### src/rtl/ram8_sweep.sv
// 8-word register file with a demultiplexed write strobe, a combinational read mux,
// and a sequential clear sweeper that zeroes one word per cycle.
module ram8_sweep #(
  parameter int WIDTH = 16
) (
  input  logic             clk,
  input  logic             rst_n,
  input  logic [WIDTH-1:0] in,
  input  logic [2:0]       address,
  input  logic             load,
  input  logic             clear_req,
  output logic [WIDTH-1:0] out,
  output logic             busy,
  output logic             clear_done,
  output logic             write_drop
);

  localparam logic [1:0] ST_IDLE  = 2'd0;
  localparam logic [1:0] ST_SWEEP = 2'd1;
  localparam logic [1:0] ST_DONE  = 2'd2;

  logic [1:0]       state_reg, state_next;
  logic [2:0]       ptr_reg, ptr_next;
  logic             busy_reg, done_reg, drop_reg;
  logic             accept;
  logic [7:0]       we;
  logic [7:0]       sweep_clr;
  logic [WIDTH-1:0] words [8];

  always_comb begin
    state_next = state_reg;
    ptr_next   = ptr_reg;
    case (state_reg)
      ST_IDLE, ST_DONE: begin
        if (clear_req) begin
          state_next = ST_SWEEP;
          ptr_next   = 3'd0;
        end else begin
          state_next = ST_IDLE;
        end
      end
      ST_SWEEP: begin
        ptr_next = ptr_reg + 3'd1;
        if (ptr_reg == 3'd7) state_next = ST_DONE;
      end
      default: state_next = ST_IDLE;
    endcase
  end

  // Loads are only honoured outside the sweep, so the two write sources never collide.
  assign accept = (state_reg != ST_SWEEP);

  always_ff @(posedge clk or negedge rst_n) begin
    if (!rst_n) begin
      state_reg <= ST_IDLE;
      ptr_reg   <= 3'd0;
      busy_reg  <= 1'b0;
      done_reg  <= 1'b0;
      drop_reg  <= 1'b0;
    end else begin
      state_reg <= state_next;
      ptr_reg   <= ptr_next;
      busy_reg  <= (state_next == ST_SWEEP);
      done_reg  <= (state_next == ST_DONE);
      drop_reg  <= load && !accept;
    end
  end

  genvar gi;
  generate
    for (gi = 0; gi < 8; gi++) begin : g_word
      logic [WIDTH-1:0] word_reg;

      assign we[gi]        = load && accept && (address == 3'(gi));
      assign sweep_clr[gi] = (state_reg == ST_SWEEP) && (ptr_reg == 3'(gi));
      assign words[gi]     = word_reg;

      always_ff @(posedge clk or negedge rst_n) begin
        if (!rst_n) begin
          word_reg <= '0;
        end else if (sweep_clr[gi]) begin
          word_reg <= '0;
        end else if (we[gi]) begin
          word_reg <= in;
        end
      end
    end
  endgenerate

  assign out        = words[address];
  assign busy       = busy_reg;
  assign clear_done = done_reg;
  assign write_drop = drop_reg;

endmodule

### config.mk
export PLATFORM = sky130hd
export DESIGN_NAME = ram8_sweep
export DESIGN_NICKNAME = d
export VERILOG_FILES = /design/src/rtl/ram8_sweep.sv
export SDC_FILE = /design/constraint.sdc
export NUM_CORES = 1
export LEC_CHECK = 0
export ABC_CLOCK_PERIOD_IN_PS = 2800
export BUFFER_PORTS_ARGS = -buffer_cell sky130_fd_sc_hd__buf_2
export CAP_MARGIN = 20
export CORE_MARGIN = 2
export CORE_UTILIZATION = 27
export DETAILED_ROUTE_END_ITERATION = 10
export PLACE_DENSITY_LB_ADDON = 0.15
export SLEW_MARGIN = 0
export SYNTH_ARGS = -nofsm -noshare
export SYNTH_HDL_FRONTEND = slang
export SYNTH_SLANG_ARGS = --single-unit
### constraint.sdc
create_clock -name clk -period 2.8 [get_ports clk]
set_clock_uncertainty 0.2 [all_clocks]
set_input_delay 0.56 -clock clk [delete_from_list [all_inputs] [get_ports clk]]
set_output_delay 0.56 -clock clk [all_outputs]
set_load 0.005 [all_outputs]
==> results of run 1 <==
## layout make-up
type	instances	area, sq um
fillers	2403	16310
flip-flops and latches	136	3403
multi-input cells	343	3025
repair buffers	76	566.8
clock buffers	21	450.4
well taps	324	405.4
clock inverters	9	78.83
inverters	21	78.83
## path summary, 6_finish.rpt
path,from,end
max,address[0],out[13]
min,clear_req,state_reg[0]
max reg2reg,ptr_reg[0],g_word[6].word_reg[3]
min reg2reg,g_word[6].word_reg[6],g_word[6].word_reg[6]
max in group asynchronous,rst_n,g_word[1].word_reg[5]
min in group asynchronous,rst_n,g_word[7].word_reg[1]
## kinds of logic (layout without fill, tap and decap cells)
family | after synthesis | count (layout)
AOI/OAI and AO/OA | 5 | 5
adders and majority gates | 6 | 6
DFF | 136 | 136
muxes | 176 | 176
buffers and inverters | 57 | 127
and+or+nand+nor | 156 | 156
## worst max-delay path: cells and delay by family
| kind | cells | cell delay [ns] |
|---|---|---|
| mux | 2 | 0.81 |
| buf+inv | 3 | 0.54 |
## metrics by stage
step / power, uW / hold WS (ns) / worst slack, ns / cell area [sq um] / utilization [%]
global route: 8006 / 0.2434 / 0.05942 / 8009 / 32.93
floorplan: 4656 / 0.06441 / 0.1528 / 6689 / -
CTS: 7603 / 0.2177 / 0.04214 / 8006 / 32.92
detailed placement: 5495 / 0.3120 / 0.04732 / 7467 / 30.70
global placement: 5419 / 0.3075 / 0.04649 / 7467 / 30.70
finish: 7493 / 0.2300 / 0.1115 / 8009 / 32.93
## cell usage after synthesis, types with 3 or more instances
| library cell | number |
|---|---|
| nand2_1 | 130 |
| buf_6 | 3 |
| o21ai_0 | 3 |
| clkbuf_1 | 15 |
| nand3b_1 | 3 |
| ha_1 | 6 |
| inv_1 | 21 |
| mux2_2 | 16 |
| mux2i_1 | 128 |
| nand4b_1 | 3 |
| nand2b_1 | 3 |
| mux4_2 | 32 |
| buf_4 | 5 |
| buf_2 | 12 |
| dfrtp_1 | 136 |
## power breakdown
group	total, uW	internal [uW]	switching [uW]
clock	2060	1230	838
combinational	2200	1060	1140
sequential	3230	2770	452
total	7490	5060	2430
## cells in the final DEF (no fill, tap or decap), drive strengths merged
master / count
dfrtp: 136
nand2: 130
mux2i: 128
buf: 74
mux4: 32
clkbuf: 22
inv: 21
mux2: 16
ha: 6
clkinv: 6
nand3b: 3
nand2b: 3
o21ai: 3
nand4b: 3
nor2b: 3
nand3: 3
and2: 2
nor3: 2
nor3b: 2
nand4bb: 2
clkinvlp: 2
a22o: 1
or4bb: 1
nor2: 1
o2bb2ai: 1
nor4: 1
bufinv: 1
dlygate4sd3: 1
## per-layer routing
layer	up-vias	routed length [um]
li1	1971	-
met1	2250	8614
met2	78	9898
met3	13	662
met4	0	198
met5	-	0
## what timing repair did
action	4_1_cts	5_1_grt
hold buffers	1	0
resized for setup	0	1
endpoints found under the hold margin	58	0
setup endpoints to repair	0	1
==> results.py, run 1 <==
metrics = {
    "global_route": {
        "met2_usage_pct": 27.00,
        "grt_pass1_wl_um": 30280,
        "grt_use_met3_pct": 2.773,
        "overflow": 0,
        "grt_pass1_vias": 4743,
        "grt_busiest_layer": "met2",
        "grt_usage_pct": 15.87,
        "use_met1_pct": 20.98,
        "grt_max_degree": 61,
        "antenna_found_initial": 0,
    },
    "power_and_ir_drop": {
        "peakVddDrop_v": 0.0003977,
        "leakage_uw": 0.003858,
        "cellPowerDensity_nw_per_um2": 935.6,
    },
    "place": {
        "place_inst": 899,
        "dpl.hpwl_um": 11630,
        "place.gp.congestion": 0.7239,
        "port-buffer-count": 41,
    },
    "logic_synthesis": {
        "synth_cells": 536,
        "synth.avg_cell_area_sq_um": 12.48,
        "synthSimpleGateAreaFrac_pct": 10.85,
        "ys_seq_elements": 136,
        "syn-num-nets": 565,
        "synth_warnings": 0,
        "ys_seq_area_share_pct": 50.88,
        "synth_edf_count": 0,
        "synth_top_area_share_pct": 50.88,
        "synthMuxAreaShare_pct": 32.62,
        "ys_types": 29,
        "synth_top_family_by_area": "multiplexers",
        "synth_flop_cell": "dfrtp_1",
        "synth_compound_area_share_pct": 0.4863,
        "yosysTopAreaCell": "dfrtp_1",
        "yosys-top-cells-area": "dfrtp_1 51%, mux2i_1 19%, mux4_2 11%",
        "synth_fa_ha_area_share_pct": 1.122,
        "synth_xor_area_share_pct": 0,
        "async_flop_share_pct": 100.0,
        "syn_area_sq_um": 6689,
    },
    "drt": {
        "vias_per_cell": 4.637,
        "wire_per_inst_um": 20.83,
        "drt_first_pass_iters": 4,
        "drcViolationCount": 0,
        "postRouteWirelength_um": 19370,
        "first_iter_violations": 216,
        "ant_nets": 0,
        "vias": 4312,
    },
    "worst_setup_path": {
        "cp_data_arrival_time_ns": 1.93,
        "reg2reg_slack_ns": 0.65,
        "slowest_stage": "mux4_2",
        "critPathCaptureType": "output pin",
        "start_kind": "primary input",
        "reg2reg_depth": 6,
        "crit_chain": "clkbuf_4 > buf_12 > mux4_2 > mux2_2 > buf_2",
        "worstSetupPathType": "in2out",
        "required_ns": 2.04,
        "critPathMaxFanout": 12,
        "cpPeakStageDelay_ns": 0.50,
    },
    "cells_and_area": {
        "layout.nets": 624,
        "n_antenna_cell": 0,
        "finalNonFillerCells": 930,
        "largest_reg_flops": 128,
        "area.growth.synth_to_final_pct": 19.73,
        "drive_above_1_share_pct": 26.07,
    },
    "floorplan": {
        "row_count": 57,
        "die_y_um": 161.4,
        "die-area_sq_um": 26050,
        "io_pins": 42,
        "die_w_um": 161.4,
        "start_util_pct": 27.50,
        "core_sq_um": 24320,
    },
    "clock_network": {
        "cts_made_buffers": 17,
        "cts_tree": "done",
        "insertion_delay_ns": 0.41,
        "clock_path_buffers": 2,
        "h-tree-depth": 4,
        "root_buffer": "clkbuf_16",
        "clock_sinks": 136,
        "path_clk_slew_ns": 0.06,
        "cts_setup_buffers": 0,
    },
    "sta": {
        "finalCritPeriodShare_pct": 96.02,
        "setup_viol": 0,
        "min_period_ns": 2.688,
        "hold_viol_final": 0,
        "drv_slew": 0,
        "tightestPinTransition_ns": 0.7261,
        "tns_ns": 0,
        "fmax_mhz": 372.0,
        "relSlewSlack_pct": 51.33,
        "rsz0062_at_grt": "false",
    },
    "hold_path": {
        "hold_depth": 3,
        "hp-class": "in2reg",
    },
    "run_status": {
        "outcome": "complete, no violations",
    },
    "job": {
        "maxCapViolations": 0,
    },
}
Note: power is estimated with default switching activity, not from simulation.
==> run 2: changes to the inputs <==
--- a/config.mk
+++ b/config.mk
@@ -5,7 +5,7 @@
 export SDC_FILE = /design/constraint.sdc
 export NUM_CORES = 1
 export LEC_CHECK = 0
-export ABC_CLOCK_PERIOD_IN_PS = 2800
+export ABC_CLOCK_PERIOD_IN_PS = 2410
 export BUFFER_PORTS_ARGS = -buffer_cell sky130_fd_sc_hd__buf_2
 export CAP_MARGIN = 20
 export CORE_MARGIN = 2
==> constraint.sdc (replaced) <==
create_clock -name clk -period 2.41 [get_ports clk]
set_clock_uncertainty 0.2 [all_clocks]
set_input_delay 0.1205 -clock clk [delete_from_list [all_inputs] [get_ports clk]]
set_output_delay 0.1205 -clock clk [all_outputs]
set_load 0.005 [all_outputs]
==> results.py, run 2 (synthesis results as in run 1) <==
metrics = {
    "run_status": {
        "outcome": "complete, no violations",
    },
    "cells_and_area": {
        "finalNonFillerCells": 950,
        "mostFrequentLayoutCell": "dfrtp_1",
        "n_antenna_cell": 0,
        "fin_util_pct": 33.90,
        "layout.nets": 642,
        "layout_common_cells": "136 x dfrtp_1, 130 x nand2_1, 128 x mux2i_1",
        "drive_above_1_share_pct": 25.72,
        "area.growth.synth_to_final_pct": 23.25,
        "largest_reg_flops": 128,
    },
    "drt": {
        "first_iter_violations": 208,
        "wire_per_inst_um": 19.48,
        "ant_nets": 0,
        "drcViolationCount": 0,
        "drt_first_pass_iters": 4,
        "postRouteWirelength_um": 18500,
        "vias": 4390,
        "vias_per_cell": 4.621,
    },
    "worst_setup_path": {
        "crit_buf_inv": 1,
        "crit_chain": "mux4_2 > mux2_2 > buf_2",
        "crit_family": "multiplexers",
        "required_ns": 2.09,
        "cp_data_arrival_time_ns": 1.71,
        "slowest_stage": "mux4_2",
        "critPathCaptureType": "output pin",
        "critPathMaxFanout": 2,
        "cpPeakStageDelay_ns": 0.47,
        "start_kind": "register",
        "worstSetupPathType": "reg2out",
    },
    "place": {
        "dpl.hpwl_um": 12050,
        "port-buffer-count": 41,
        "place.gp.congestion": 0.7495,
        "place_ws_ns": 0.3692,
        "place_inst": 899,
    },
    "clock_network": {
        "root_buffer": "clkbuf_16",
        "ctsHoldBuffers": 19,
        "path_clk_slew_ns": 0.06,
        "cts_setup_buffers": 0,
        "cts_resized": 0,
        "cts_made_buffers": 17,
        "h-tree-depth": 4,
        "clock_sinks": 136,
        "cts_tree": "done",
        "insertion_delay_ns": 0.41,
        "clock_path_buffers": 2,
    },
    "power_and_ir_drop": {
        "cellPowerDensity_nw_per_um2": 1099,
        "leakage_uw": 0.003964,
        "peakVddDrop_v": 0.0003625,
    },
    "sta": {
        "drv_slew": 0,
        "hold_viol_final": 0,
        "whs_ns": 0.03619,
        "tightestPinTransition_ns": 0.6124,
        "finalCritPeriodShare_pct": 84.09,
        "layout_setup_ws_ns": 0.3833,
        "setup_viol": 0,
        "min_period_ns": 2.027,
        "tns_ns": 0,
        "relSlewSlack_pct": 59.17,
        "rsz0062_at_grt": "false",
        "fmax_mhz": 493.4,
    },
    "floorplan": {
        "die_w_um": 161.4,
        "die-area_sq_um": 26050,
        "io_pins": 42,
        "core_sq_um": 24320,
        "start_util_pct": 27.50,
        "row_count": 57,
        "die_y_um": 161.4,
    },
    "global_route": {
        "grt_max_degree": 61,
        "grt_pass1_wl_um": 29300,
        "grt_pass1_vias": 4828,
        "grt_usage_pct": 15.12,
        "overflow": 0,
        "antenna_found_initial": 0,
    },
    "job": {
        "maxCapViolations": 0,
    },
    "hold_path": {
        "hp-class": "in2async",
    },
}
-- run 2: cell types whose count changed in the layout (fill, tap and decap cells not counted), sizes merged --
cell	change
clkinvlp	-1
buf	+1
dlygate4sd3	+18
clkbuf	+5
clkinv	-4
bufinv	+1
-- run 2: layout make-up --
type                    instances  area, sq um
repair buffers                 94        706.9
clock inverters                 5        81.33
well taps                     324        405.4
multi-input cells             343         3025
clock buffers                  27        543.0
inverters                      21        78.83
flip-flops and latches        136         3403
fillers                      2397        16080
-- run 2: worst register-to-register path, stage by stage (launching register included) --
cell and delay, ns:
dfrtp_1 0.49, nand2b_1 0.41, nand3_2 0.34, buf_12 0.27
mux2i_1 0.13
-- run 2: stage by stage --
stage	instance area [sq um]	total power, uW
final	8244	9057
after global routing	8244	9659
after CTS	8244	9183
after detailed placement	7430	6387
after global placement	7430	6305
after floorplan	6689	5410
-- run 2: final timing paths --
check                                      start                     end  slack [ns]  cells past startpoint
hold / removal                             rst_n   g_word[3].word_reg[1]        0.04                      2
hold reg to reg            g_word[7].word_reg[0]   g_word[7].word_reg[0]        0.32                      2
setup reg to reg                    state_reg[1]  g_word[4].word_reg[13]        0.45                      4
max in group asynchronous                  rst_n   g_word[7].word_reg[6]        1.24                      3
setup / recovery           g_word[7].word_reg[3]                  out[3]        0.38                      3
min in group clk                      address[0]   g_word[4].word_reg[5]        0.30                      5
-- run 2: metal layers --
metal	vias to the layer above	routed length (um)	track usage (%)
li1	2011	-	-
met2	78	8794	24.46
met1	2281	8773	20.68
met4	0	316	5.317
met3	20	619	2.337
met5	-	0	0
-- run 2: where the power goes --
part | switching (uW) | leakage (uW) | internal, uW | total (uW)
combinational | 1300 | 0.00184 | 1260 | 2560
sequential | 545 | 0.00182 | 3220 | 3770
clock | 978 | 0.000306 | 1750 | 2730
total | 2830 | 0.00396 | 6230 | 9060
